$ cat src/rtl/zero_flag_accum_if.sv
// Beat stream in, registered result out for zero_flag_accum.
// slave is the accumulator's view; master is the producer/consumer side.
interface zero_flag_accum_if #(
  parameter int WIDTH = 8,
  parameter int CNTW  = 4
);
  logic             mode;
  logic             in_valid;
  logic             in_ready;
  logic [WIDTH-1:0] in_data;
  logic             in_last;
  logic             out_valid;
  logic             out_ready;
  logic             out_flag;
  logic             out_parity;
  logic             out_sign;
  logic [CNTW-1:0]  out_beats;
  logic [CNTW-1:0]  out_first_miss;

  modport slave (
    input  mode, in_valid, in_data, in_last, out_ready,
    output in_ready, out_valid, out_flag, out_parity, out_sign, out_beats, out_first_miss
  );

  modport master (
    output mode, in_valid, in_data, in_last, out_ready,
    input  in_ready, out_valid, out_flag, out_parity, out_sign, out_beats, out_first_miss
  );
endinterface

$ cat src/rtl/zero_flag_accum.sv
// Streams an operand in WIDTH-bit beats and accumulates all-zero/all-ones match,
// parity, sign, beat count and first-miss index into a one-entry output buffer.
module zero_flag_accum #(
  parameter int WIDTH = 8,
  parameter int CNTW  = 4
) (
  input  logic clk,
  input  logic rst_n,
  zero_flag_accum_if.slave bus
);
  localparam logic [0:0]      IDLE  = 1'b0;
  localparam logic [0:0]      ACCUM = 1'b1;
  localparam logic [CNTW-1:0] SAT   = '1;
  localparam logic [CNTW-1:0] ONE   = {{(CNTW-1){1'b0}}, 1'b1};

  typedef struct packed {
    logic            flag;
    logic            parity;
    logic            sign;
    logic [CNTW-1:0] beats;
    logic [CNTW-1:0] first_miss;
  } res_t;

  logic [0:0]      state;
  logic            mode_r, match_r, par_r;
  logic [CNTW-1:0] cnt_r, miss_r;
  logic            out_valid_q;
  res_t            res_q;

  logic            first, mode_eff, bm, bpar, accept;
  logic            n_match, n_par;
  logic [CNTW-1:0] n_cnt, n_miss;

  assign bus.in_ready = rst_n && !(out_valid_q && !bus.out_ready);
  assign accept       = bus.in_valid && bus.in_ready;

  always_comb begin
    first    = (state == IDLE);
    mode_eff = first ? bus.mode : mode_r;
    bm       = mode_eff ? (&bus.in_data) : ~(|bus.in_data);
    bpar     = ^bus.in_data;
    n_match  = bm;
    n_par    = bpar;
    n_cnt    = ONE;
    n_miss   = bm ? SAT : '0;
    if (!first) begin
      n_match = match_r & bm;
      n_par   = par_r ^ bpar;
      n_cnt   = (cnt_r == SAT) ? SAT : cnt_r + ONE;
      // cnt_r is this beat's 0-based index, already clamped at SAT
      n_miss  = (miss_r == SAT && !bm) ? cnt_r : miss_r;
    end
  end

  always_ff @(posedge clk or negedge rst_n) begin
    if (!rst_n) begin
      state       <= IDLE;
      mode_r      <= 1'b0;
      match_r     <= 1'b0;
      par_r       <= 1'b0;
      cnt_r       <= '0;
      miss_r      <= '0;
      out_valid_q <= 1'b0;
      res_q       <= '0;
    end else begin
      if (accept) begin
        if (first) mode_r <= bus.mode;
        match_r <= n_match;
        par_r   <= n_par;
        cnt_r   <= n_cnt;
        miss_r  <= n_miss;
        state   <= bus.in_last ? IDLE : ACCUM;
      end
      // a LAST accept reloads the buffer even while it drains
      if (accept && bus.in_last) begin
        out_valid_q <= 1'b1;
        res_q       <= '{flag: n_match, parity: n_par, sign: bus.in_data[WIDTH-1],
                         beats: n_cnt, first_miss: n_miss};
      end else if (bus.out_ready) begin
        out_valid_q <= 1'b0;
      end
    end
  end

  assign bus.out_valid      = out_valid_q;
  assign bus.out_flag       = res_q.flag;
  assign bus.out_parity     = res_q.parity;
  assign bus.out_sign       = res_q.sign;
  assign bus.out_beats      = res_q.beats;
  assign bus.out_first_miss = res_q.first_miss;
endmodule

$ cat src/flat_wrapper.sv
// flat-port wrapper written by rule: the top's interface ports become plain ports
module zero_flag_accum_flat 
#(
  parameter int WIDTH = 8,
  parameter int CNTW  = 4
)
  (clk, rst_n, bus_mode, bus_in_valid, bus_in_data, bus_in_last, bus_out_ready, bus_in_ready, bus_out_valid, bus_out_flag, bus_out_parity, bus_out_sign, bus_out_beats, bus_out_first_miss);
  zero_flag_accum_if #(.WIDTH(WIDTH), .CNTW(CNTW)) bus_i ();
  input  logic clk;
  input  logic rst_n;
  input wire logic [$bits(bus_i.mode)-1:0] bus_mode;
  input wire logic [$bits(bus_i.in_valid)-1:0] bus_in_valid;
  input wire logic [$bits(bus_i.in_data)-1:0] bus_in_data;
  input wire logic [$bits(bus_i.in_last)-1:0] bus_in_last;
  input wire logic [$bits(bus_i.out_ready)-1:0] bus_out_ready;
  output wire logic [$bits(bus_i.in_ready)-1:0] bus_in_ready;
  output wire logic [$bits(bus_i.out_valid)-1:0] bus_out_valid;
  output wire logic [$bits(bus_i.out_flag)-1:0] bus_out_flag;
  output wire logic [$bits(bus_i.out_parity)-1:0] bus_out_parity;
  output wire logic [$bits(bus_i.out_sign)-1:0] bus_out_sign;
  output wire logic [$bits(bus_i.out_beats)-1:0] bus_out_beats;
  output wire logic [$bits(bus_i.out_first_miss)-1:0] bus_out_first_miss;
  assign bus_i.mode = bus_mode;
  assign bus_i.in_valid = bus_in_valid;
  assign bus_i.in_data = bus_in_data;
  assign bus_i.in_last = bus_in_last;
  assign bus_i.out_ready = bus_out_ready;
  assign bus_in_ready = bus_i.in_ready;
  assign bus_out_valid = bus_i.out_valid;
  assign bus_out_flag = bus_i.out_flag;
  assign bus_out_parity = bus_i.out_parity;
  assign bus_out_sign = bus_i.out_sign;
  assign bus_out_beats = bus_i.out_beats;
  assign bus_out_first_miss = bus_i.out_first_miss;
  zero_flag_accum #(.WIDTH(WIDTH), .CNTW(CNTW)) u_core (.clk(clk), .rst_n(rst_n), .bus(bus_i));
endmodule
$ cat config.mk
export PLATFORM = sky130hd
export DESIGN_NAME = zero_flag_accum_flat
export DESIGN_NICKNAME = d
export VERILOG_FILES = /design/src/rtl/zero_flag_accum_if.sv /design/src/rtl/zero_flag_accum.sv /design/src/flat_wrapper.sv
export SDC_FILE = /design/constraint.sdc
export NUM_CORES = 1
export LEC_CHECK = 0
export CAP_MARGIN = 40
export CORE_ASPECT_RATIO = 0.75
export CORE_MARGIN = 5
export CORE_UTILIZATION = 46
export DETAILED_ROUTE_END_ITERATION = 10
export PLACE_DENSITY = 0.81
export SYNTH_ARGS = -nofsm -noshare
export SYNTH_HDL_FRONTEND = slang
export SYNTH_SLANG_ARGS = --single-unit
$ cat constraint.sdc
create_clock -name clk -period 1.8 [get_ports clk]
set_input_delay 0.36 -clock clk [delete_from_list [all_inputs] [get_ports clk]]
set_output_delay 0.36 -clock clk [all_outputs]
set_load 0.1 [all_outputs]
==> impl_metrics.json <==
{
  "drv_slew": 0,
  "path_class": "input port to output pin",
  "overflow": 0,
  "drive_gt1_share_pct": 22.8,
  "yosysUniqueCellTypes": 34,
  "clock_sinks": 24,
  "setup-violations-final": 0,
  "syn_inst": 124,
  "die_area_sq_mm": 0.00390,
  "portBuffers": 26,
  "max_clock_freq_ghz": 0.580,
  "final_cell_mix": "dfrtp_1 (23), nand2_1 (13), buf_12 (13)",
  "clock_latency_ps": 270,
  "drtAntennaViolNets": 0,
  "drv_cap": 0,
  "wl_um": 2840,
  "synth-simple-area-share_pct": 12.9,
  "die_w_um": 70.5,
  "synthAdderAreaFrac_pct": 8.93,
  "ctsResizeCount": 0,
  "diodes": 0,
  "timing.slew.headroom_pct": 79.6,
  "synth_xor_area_share_pct": 2.78,
  "worstPathRequired_ps": 1440,
  "synthDominantCellAreaShare_pct": 47.6,
  "core_area_sq_mm": 0.00262,
  "drc": 0,
  "grt_pass1_vias": 1045,
  "die_h_um": 55.3,
  "cts_buffers": 3,
  "grt_pass1_wl_um": 4990,
  "dpl_worst_slack_ps": -282,
  "period_share_pct": 95.8,
  "routedWlPerCell_um": 14.6,
  "firstDrtPassIters": 4,
  "status": "finished, final reports clean",
  "crit_arrival_ps": 1360,
  "ys_seq_elements": 24,
  "skew_ps": 3.00,
  "fillerInstances": 198,
  "ys.warnings.count": 0,
  "top_layer": "met4",
  "syn-num-nets": 147,
  "routabilityCongestion": 0.811,
  "setup_ws_ps": 75.3,
  "fin_tns_setup_ps": 0,
  "avgViaCountPerCell": 5.45,
  "path_cells": "clkdlybuf4s50_1 -> nand2b_1 -> and2_2 -> buf_12",
  "p_per_area_mw_per_mm2": 1520,
  "finalHoldViolCount": 0,
  "drt_iter0_drc": 102,
  "end_kind": "output pin",
  "cts_root_buf": "clkbuf_8",
  "synth_area_leaders": "dfrtp_1 (48%), ha_1 (8.9%), nand2_1 (3.9%)",
  "synth_top_family_by_area": "compound AO/OA/AOI/OAI gates",
  "grt_usage_pct": 15.9,
  "setup.reg_to_reg.worst_slack_ps": 390,
  "grt_max_degree": 25,
  "met1_length_um": 1260,
  "route.vias.total": 1058,
  "antenna_found_initial": 0,
  "ir_drop_uv": 949,
  "finalNetCount": 182,
  "syn_avg_cell_area_sq_um": 10.2,
  "htreeDepth": 1,
  "cts_tree": "built",
  "initial_core_util_pct": 48.1,
  "period_needed_ps": 1720,
  "cp-start-kind": "input port",
  "crit_slowest_cell": "clkdlybuf4s50_1",
  "dr_wl_met2_um": 1360,
  "routed-wl-met3_um": 184,
  "dp_hpwl_um": 2190,
  "synth_mux_area_share_pct": 6.45,
  "rows": 16,
  "min_path_type": "input port to flip-flop",
  "synth_top_cell_by_area": "dfrtp_1",
  "rsz0062_at_grt": "no",
  "cts_max_path_buffers": 2,
  "leakage_nw": 0.886,
  "mostFrequentLayoutCell": "dfrtp_1",
  "fin_util_pct": 69.2,
  "ios": 27,
  "syn_to_final_growth_pct": 43.9,
  "syn_area_sq_mm": 0.00126,
  "cts.clk_slew.worst_paths_ps": 80,
  "synth_seq_area_share_pct": 47.6,
  "max_stage_delay_ps": 390,
  "worstMarginPinSlew_ps": 306,
  "synth-compound-area-share_pct": 16.5,
  "worstPathMaxFanout": 6,
  "cts_setup_buffers": 0,
  "holdBufCountCts": 0
}
[area by class of cell]
cell class                 instances  area [sq um]  share of cell area [%]
tap                               36          45.0                    2.48
sequential                        24           602                    33.1
multi-input combinational         84           601                    33.1
clock buffer                       4          55.1                    3.03
inverter                          10          37.5                    2.07
timing repair buffer              36           475                    26.2
[per-layer routing]
metal	track usage [%]	up-vias
li1	-	499
met3	4.71	5
met5	0	-
met2	24.8	30
met1	21.5	524
met4	4.37	0
[metrics by stage]
| stage | cell area [sq um] | total power, W | hold slack (ps) | instances |
|---|---|---|---|---|
| finish | 1820 | 0.00276 | 428 | 194 |
| global route | 1820 | 0.00290 | 454 | 194 |
| CTS | 1810 | 0.00278 | 507 | 194 |
| detailed placement | 1750 | 0.00241 | 488 | 190 |
| global placement | 1750 | 0.00236 | 471 | 190 |
| floorplan | 1260 | 0.00184 | 64.4 | 124 |
[Yosys cell counts]
cell type and count:
xor2_1 1, a21o_1 1, o21ai_1 2, o31ai_1 2, a41oi_1 1, a211oi_1 1, o21ai_0 4, nand3_1 4
nor3_2 1, nor3_1 3, nand2b_1 1, mux2_4 1, and3_1 2, a211o_1 3, a21oi_1 6, nand2_1 13
a21oi_2 1, dfrtp_1 24, nand4_1 2, nor2_1 5, a2bb2oi_1 1, buf_2 1, and2_1 3, mux2_1 2
o21ai_2 1, a31oi_1 2, mux2i_1 1, a22o_1 1, mux2_2 3, xnor2_1 3, o22a_1 4, clkbuf_1 5
inv_1 10, ha_1 9
[power breakdown]
part / switching [W] / leakage [nW] / internal, W
clock network: 0.000170 / 0.0288 / 0.000195
registers: 0.000191 / 0.289 / 0.000715
logic: 0.000915 / 0.568 / 0.000576
total: 0.00128 / 0.886 / 0.00149
[logic make-up after synthesis]
family,after synthesis
flops,24
buf+inv,16
compound gates,30
xor+xnor,4
simple gates,34
fa+ha+maj,9
mux,7
[registers in the layout, indices dropped and copies added, names as in the netlist]
register,flops
u_core.bus.out_beats,4
u_core.bus.out_first_miss,4
u_core.bus.out_flag,1
u_core.bus.out_parity,1
u_core.bus.out_sign,1
u_core.bus.out_valid,1
u_core.cnt_r,4
u_core.match_r,1
u_core.miss_r,4
u_core.mode_r,1
u_core.par_r,1
u_core.state,1
[worst max-delay path, delay by kind of cell]
kind,cells,cell delay [ps]
buf+inv,2,550
simple gates,2,450
[path summary, 6_finish.rpt]
check                                                   from                                       end  cells after the start
worst min register to register  u_core.miss_r[1]$_DFFE_PN0P_              u_core.miss_r[1]$_DFFE_PN0P_                      1
worst min-delay path                          bus_in_data[7]           u_core.bus.out_sign$_DFFE_PN0P_                      3
min in group asynchronous                              rst_n  u_core.bus.out_first_miss[1]$_DFFE_PN0P_                      3
max in group asynchronous                              rst_n          u_core.bus.out_valid$_DFFE_PN0P_                      3
worst max-delay path                           bus_out_ready                              bus_in_ready                      4
worst max register to register   u_core.cnt_r[0]$_DFFE_PN0P_       u_core.bus.out_beats[1]$_DFFE_PN0P_                      4
Note: power is estimated with default switching activity, not from simulation.
